[src/rtl/ahb_reg_addr_decoder.sv]
// AHB-Lite address-phase front end for the register slave: qualifies requests,
// validates size/alignment/index/read-only rules and captures data-phase attributes.
module ahb_reg_addr_decoder #(
    parameter int                ADDR_WIDTH    = 12,
    parameter int                NUM_REGS      = 16,
    parameter logic [NUM_REGS-1:0] RO_MASK     = 16'h0000,
    parameter int                ERR_CNT_WIDTH = 8,
    localparam int               IDX_W         = $clog2(NUM_REGS)
) (
    input  logic                     clk,
    input  logic                     reset,
    input  logic                     h_sel,
    input  logic [1:0]               h_trans,
    input  logic [ADDR_WIDTH-1:0]    h_addr,
    input  logic                     h_write,
    input  logic [2:0]               h_size,
    input  logic                     h_ready,
    output logic                     req_in,
    output logic                     error,
    output logic [IDX_W-1:0]         reg_idx,
    output logic                     reg_write,
    output logic [3:0]               byte_strb,
    output logic [ERR_CNT_WIDTH-1:0] err_count
);

    logic [ADDR_WIDTH-3:0]    w_word;
    logic [IDX_W-1:0]         w_idx;
    logic                     w_oor;
    logic                     w_ro;
    logic                     w_misalign;
    logic                     w_err;
    logic                     w_req;
    logic [3:0]               w_strb;

    logic                     r_dp_valid;
    logic                     r_err_q;
    logic [IDX_W-1:0]         r_reg_idx;
    logic                     r_reg_write;
    logic [3:0]               r_byte_strb;
    logic [ERR_CNT_WIDTH-1:0] r_err_count;

    assign w_word     = h_addr[ADDR_WIDTH-1:2];
    assign w_idx      = h_addr[IDX_W+1:2];
    assign w_oor      = 32'(w_word) >= 32'(NUM_REGS);
    // The read-only lookup is masked by the range check so RO_MASK is never indexed past its end.
    assign w_ro       = h_write & ~w_oor & RO_MASK[w_idx];
    assign w_misalign = ((h_size == 3'd1) & h_addr[0]) |
                        ((h_size == 3'd2) & (h_addr[1:0] != 2'b00));
    assign w_err      = (h_size > 3'd2) | w_misalign | w_oor | w_ro;
    assign w_req      = h_sel & h_trans[1] & h_ready;

    always_comb begin
        w_strb = 4'b0000;
        case (h_size)
            3'd0:    w_strb = 4'b0001 << h_addr[1:0];
            3'd1:    w_strb = 4'b0011 << {h_addr[1], 1'b0};
            3'd2:    w_strb = 4'b1111;
            default: w_strb = 4'b0000;
        endcase
    end

    // Capture only on HREADY so wait-stated data phases (and the ERROR cycle) hold their state.
    always_ff @(posedge clk) begin
        if (reset) begin
            r_dp_valid  <= 1'b0;
            r_err_q     <= 1'b0;
            r_reg_idx   <= '0;
            r_reg_write <= 1'b0;
            r_byte_strb <= 4'b0000;
            r_err_count <= '0;
        end else if (h_ready) begin
            r_dp_valid  <= w_req;
            r_err_q     <= w_req & w_err;
            r_reg_idx   <= w_idx;
            r_reg_write <= h_write;
            r_byte_strb <= (w_req & ~w_err) ? w_strb : 4'b0000;
            if (w_req & w_err & ~(&r_err_count))
                r_err_count <= r_err_count + ERR_CNT_WIDTH'(1);
        end
    end

    assign req_in    = w_req;
    assign error     = r_dp_valid & r_err_q;
    assign reg_idx   = r_reg_idx;
    assign reg_write = r_reg_write;
    assign byte_strb = r_byte_strb;
    assign err_count = r_err_count;

endmodule

[config.mk]
export PLATFORM = sky130hd
export DESIGN_NAME = ahb_reg_addr_decoder
export DESIGN_NICKNAME = d
export VERILOG_FILES = /design/src/rtl/ahb_reg_addr_decoder.sv
export SDC_FILE = /design/constraint.sdc
export NUM_CORES = 1
export LEC_CHECK = 0
export CAP_MARGIN = 20
export CELL_PAD_IN_SITES_DETAIL_PLACEMENT = 1
export CELL_PAD_IN_SITES_GLOBAL_PLACEMENT = 1
export CORE_MARGIN = 4
export CORE_UTILIZATION = 29
export DETAILED_ROUTE_END_ITERATION = 8
export PLACE_DENSITY_LB_ADDON = 0.1
export SLEW_MARGIN = 20
export SYNTH_ARGS = -nofsm -noshare
export SYNTH_HDL_FRONTEND = slang
export SYNTH_SLANG_ARGS = --single-unit
[constraint.sdc]
create_clock -name clk -period 2.2 [get_ports clk]
set_clock_uncertainty 0.05 [all_clocks]
set_input_delay 0.55 -clock clk [delete_from_list [all_inputs] [get_ports clk]]
set_output_delay 0.55 -clock clk [all_outputs]
set_load 0.05 [all_outputs]
==> results.py <==
metrics = {
    "outcome": {
        "outcome": "finished, final reports clean",
    },
    "synthesis": {
        "postSynthCellCount": 106,
        "post-synth-top-area-fraction": 0.4070,
        "ys_types": 31,
        "synth-seq-cells": 19,
        "yosysWarnings": 0,
        "syn_area_sq_um": 934.6,
        "synth.top_cells.by_area": "sky130_fd_sc_hd__dfxtp_1 41%, sky130_fd_sc_hd__mux2i_1 6.4%, sky130_fd_sc_hd__mux2_2 6.0%, sky130_fd_sc_hd__nor2_1 6.0%, sky130_fd_sc_hd__a22o_1 3.7%",
        "yosysSeqAreaShare": 0.4070,
        "synth_area_per_cell_sq_um": 8.817,
        "synth_nets": 129,
        "synth_top_area_cell": "sky130_fd_sc_hd__dfxtp_1",
    },
    "routing": {
        "initialDrtViolationCount": 44,
        "post_drt_wl_per_cell_microns": 13.09,
        "detail_route.first_pass.iterations": 2,
        "detailroute.via_count": 972,
        "wl_microns": 2710,
        "detail_route.vias_per_cell": 4.696,
        "dr_drc_count": 0,
        "final_antenna_net_count": 0,
    },
    "cells_and_area": {
        "antenna-diode-count": 0,
        "post_route_cells_drive_above_1_share": 0.2454,
        "syn_to_final_growth_pct": 66.13,
        "mostFrequentLayoutCells": "32 x sky130_fd_sc_hd__clkdlybuf4s50_1, 23 x sky130_fd_sc_hd__buf_4, 19 x sky130_fd_sc_hd__dfxtp_1, 15 x sky130_fd_sc_hd__nor2_1, 6 x sky130_fd_sc_hd__mux2i_1",
        "finished_layout_cells": 207,
        "most_common_cell_after_layout_fill_and_taps_aside": "sky130_fd_sc_hd__clkdlybuf4s50_1",
        "final_net_count": 187,
        "finish.utilization": 0.5045,
        "fill_cells": 366,
    },
    "die": {
        "floorplan.die.height_microns": 64.77,
        "total_die_area_sq_um": 4195,
        "die-width_microns": 64.77,
        "core_area_sq_um": 3078,
        "floorplan.initialDensity": 0.3037,
        "core.rowCount": 20,
        "ios": 41,
    },
    "critical_path": {
        "critPathSlowestCell": "sky130_fd_sc_hd__clkdlybuf4s50_1",
        "crit_type": "in2out",
        "r2r-start": "err_count[0]",
        "crit_path_max_fanout": 5,
        "slowest_cell_delay_on_critical_path_ns": 0.45,
        "startpoint_type": "input pin",
        "worst-endpoint-arrival_ns": 1.56,
        "critical_path_required_ns": 1.60,
        "cp_cell_sequence": "clkdlybuf4s50_1 -> nand3_4 -> clkinvlp_4 -> buf_4 -> buf_12",
        "critPathLaunch": "h_trans[1]",
        "end_kind": "primary output",
    },
    "global_route": {
        "largest_net_degree_at_the_start_of_global_routing": 15,
        "grt_use_total": 0.1372,
        "grt_pass1_wl_microns": 4616,
        "first_global_vias": 1068,
        "antenna_found_initial": 0,
        "globalRouteOverflowTotal": 0,
    },
    "clock_network": {
        "cts_hold_buffers": 0,
        "numCtsBuffers": 3,
        "cts-root-to-sink-buffers": 2,
        "cts-root-buf": "sky130_fd_sc_hd__clkbuf_4",
        "clock_insertion_delay_at_the_later_pin_of_the_skew_report_ns": 0.30,
        "clk_pin_slew_ns": 0.11,
        "clock_sinks": 19,
        "htreeDepth": 1,
        "tritoncts": "done",
    },
    "placed_design": {
        "gpl.final_weighted_congestion": 0.8061,
        "port_buffers": 39,
        "detailedPlacementHpwl_microns": 2121,
        "dp.cells": 201,
    },
    "hold_path": {
        "worstHoldStart": "r_dp_valid",
        "hold_path.class": "reg2reg",
    },
    "timing": {
        "achievable-frequency_mhz": 461.9,
        "worst_slew_margin_rel": 0.6587,
        "layout_min_cycle_time_ns": 2.165,
        "slew_viol_final": 0,
        "timing_hold_violations_final": 0,
        "setup_viol_count_final": 0,
        "post-route-period-util": 0.9840,
        "tightestPinTransition_ns": 0.5066,
    },
    "pwr": {
        "total_power_uw": 682.3,
        "power_per_cell_area_nw_per_um2": 439.4,
        "peakVddDrop_uv": 242.7,
        "total_leakage_power_uw": 0.0006050,
    },
    "job": {
        "max_cap_violations": 0,
    },
}
kinds of logic (layout without fill, tap and decap cells):
family,after synthesis,after routing,share of synthesized area
buf+inv,9,66,0.04820
xor+xnor,2,2,0.01875
flops,19,19,0.4070
simple gates,48,48,0.2691
compound gates,16,16,0.1191
fa+ha+maj,1,1,0.01338
mux,11,11,0.1245
synth_stat cells:
cell type and instances:
sky130_fd_sc_hd__inv_1 5, sky130_fd_sc_hd__a22o_1 4, sky130_fd_sc_hd__mux2i_1 6, sky130_fd_sc_hd__nor3_1 2
sky130_fd_sc_hd__xor2_1 1, sky130_fd_sc_hd__nor2b_1 5, sky130_fd_sc_hd__dfxtp_1 19, sky130_fd_sc_hd__nand2_1 5
sky130_fd_sc_hd__buf_6 1, sky130_fd_sc_hd__nor4_1 3, sky130_fd_sc_hd__xnor2_1 1, sky130_fd_sc_hd__nor2_1 15
sky130_fd_sc_hd__buf_4 1, sky130_fd_sc_hd__a2111oi_0 1, sky130_fd_sc_hd__or2_2 1, sky130_fd_sc_hd__clkbuf_1 2
sky130_fd_sc_hd__nor3b_1 1, sky130_fd_sc_hd__o2111a_1 1, sky130_fd_sc_hd__ha_1 1, sky130_fd_sc_hd__o31ai_1 2
sky130_fd_sc_hd__nor4b_1 2, sky130_fd_sc_hd__or4_1 2, sky130_fd_sc_hd__nand3_1 5, sky130_fd_sc_hd__nand3b_1 1
sky130_fd_sc_hd__and2_1 1, sky130_fd_sc_hd__mux2_2 5, sky130_fd_sc_hd__nand2b_1 4, sky130_fd_sc_hd__nand4_1 1
sky130_fd_sc_hd__o22ai_1 1, sky130_fd_sc_hd__a21oi_1 4, sky130_fd_sc_hd__o21ai_0 3
power by group:
group | internal [uW] | leakage [uW] | total [uW] | switching, uW
Clock | 67.7 | 0.0000177 | 182 | 114
Sequential | 352 | 0.000154 | 357 | 4.56
Combinational | 75.5 | 0.000433 | 144 | 68.6
Total | 495 | 0.000605 | 682 | 187
critical path: cells and delay by family:
family                 cells  cell delay [ns]
buffers and inverters      4             0.87
AND/OR/NAND/NOR            1             0.15
cell type report:
cell class	count	area, sq um	area share
Clock buffer	3	22.52	0.01450
Clock inverter	1	5.005	0.003223
Inverter	5	22.52	0.01450
Multi-Input combinational cell	78	541.8	0.3489
Sequential cell	19	380.4	0.2450
Tap cell	44	55.05	0.03546
Timing Repair Buffer	57	525.5	0.3384
path summary, 6_finish.rpt:
check,end,slack [ns],cells after the start
min reg2reg,r_dp_valid,0.43,2
max,req_in,0.04,5
max reg2reg,err_count[0],0.43,5
min,r_dp_valid,0.43,2
per-stage QoR:
stage	setup slack, ns	hold slack, ns	instance area, sq um	TNS, ns
after floorplan	0.08714	0.3951	938.4	0
after global routing	-0.007921	0.4801	1553	-0.007921
final	0.03513	0.4272	1553	0
after global placement	-0.2623	0.4058	1475	-2.494
after detailed placement	-0.3079	0.4103	1475	-2.868
after CTS	0.0001519	0.4290	1515	0
timing repair:
| action | CTS | global route |
|---|---|---|
| pin swaps | 0 | 1 |
| setup endpoints to repair | 1 | 4 |
| buffers inserted | 0 | 2 |
| cloned | 0 | 0 |
| resized for setup | 2 | 5 |
flip-flops by register name, indices dropped and copies added, names as in the netlist:
signal	count
r_dp_valid	1
byte_strb	4
reg_write	1
err_count	8
reg_idx	4
r_err_q	1
metal layers:
layer	vias up	part of all wire	GRT usage
met3	4	0.048	0.03293
met2	24	0.51	0.2516
li1	488	-	-
met5	-	0	0
met1	456	0.43	0.1547
met4	0	0.013	0.04222
Note: power is estimated with default switching activity, not from simulation.
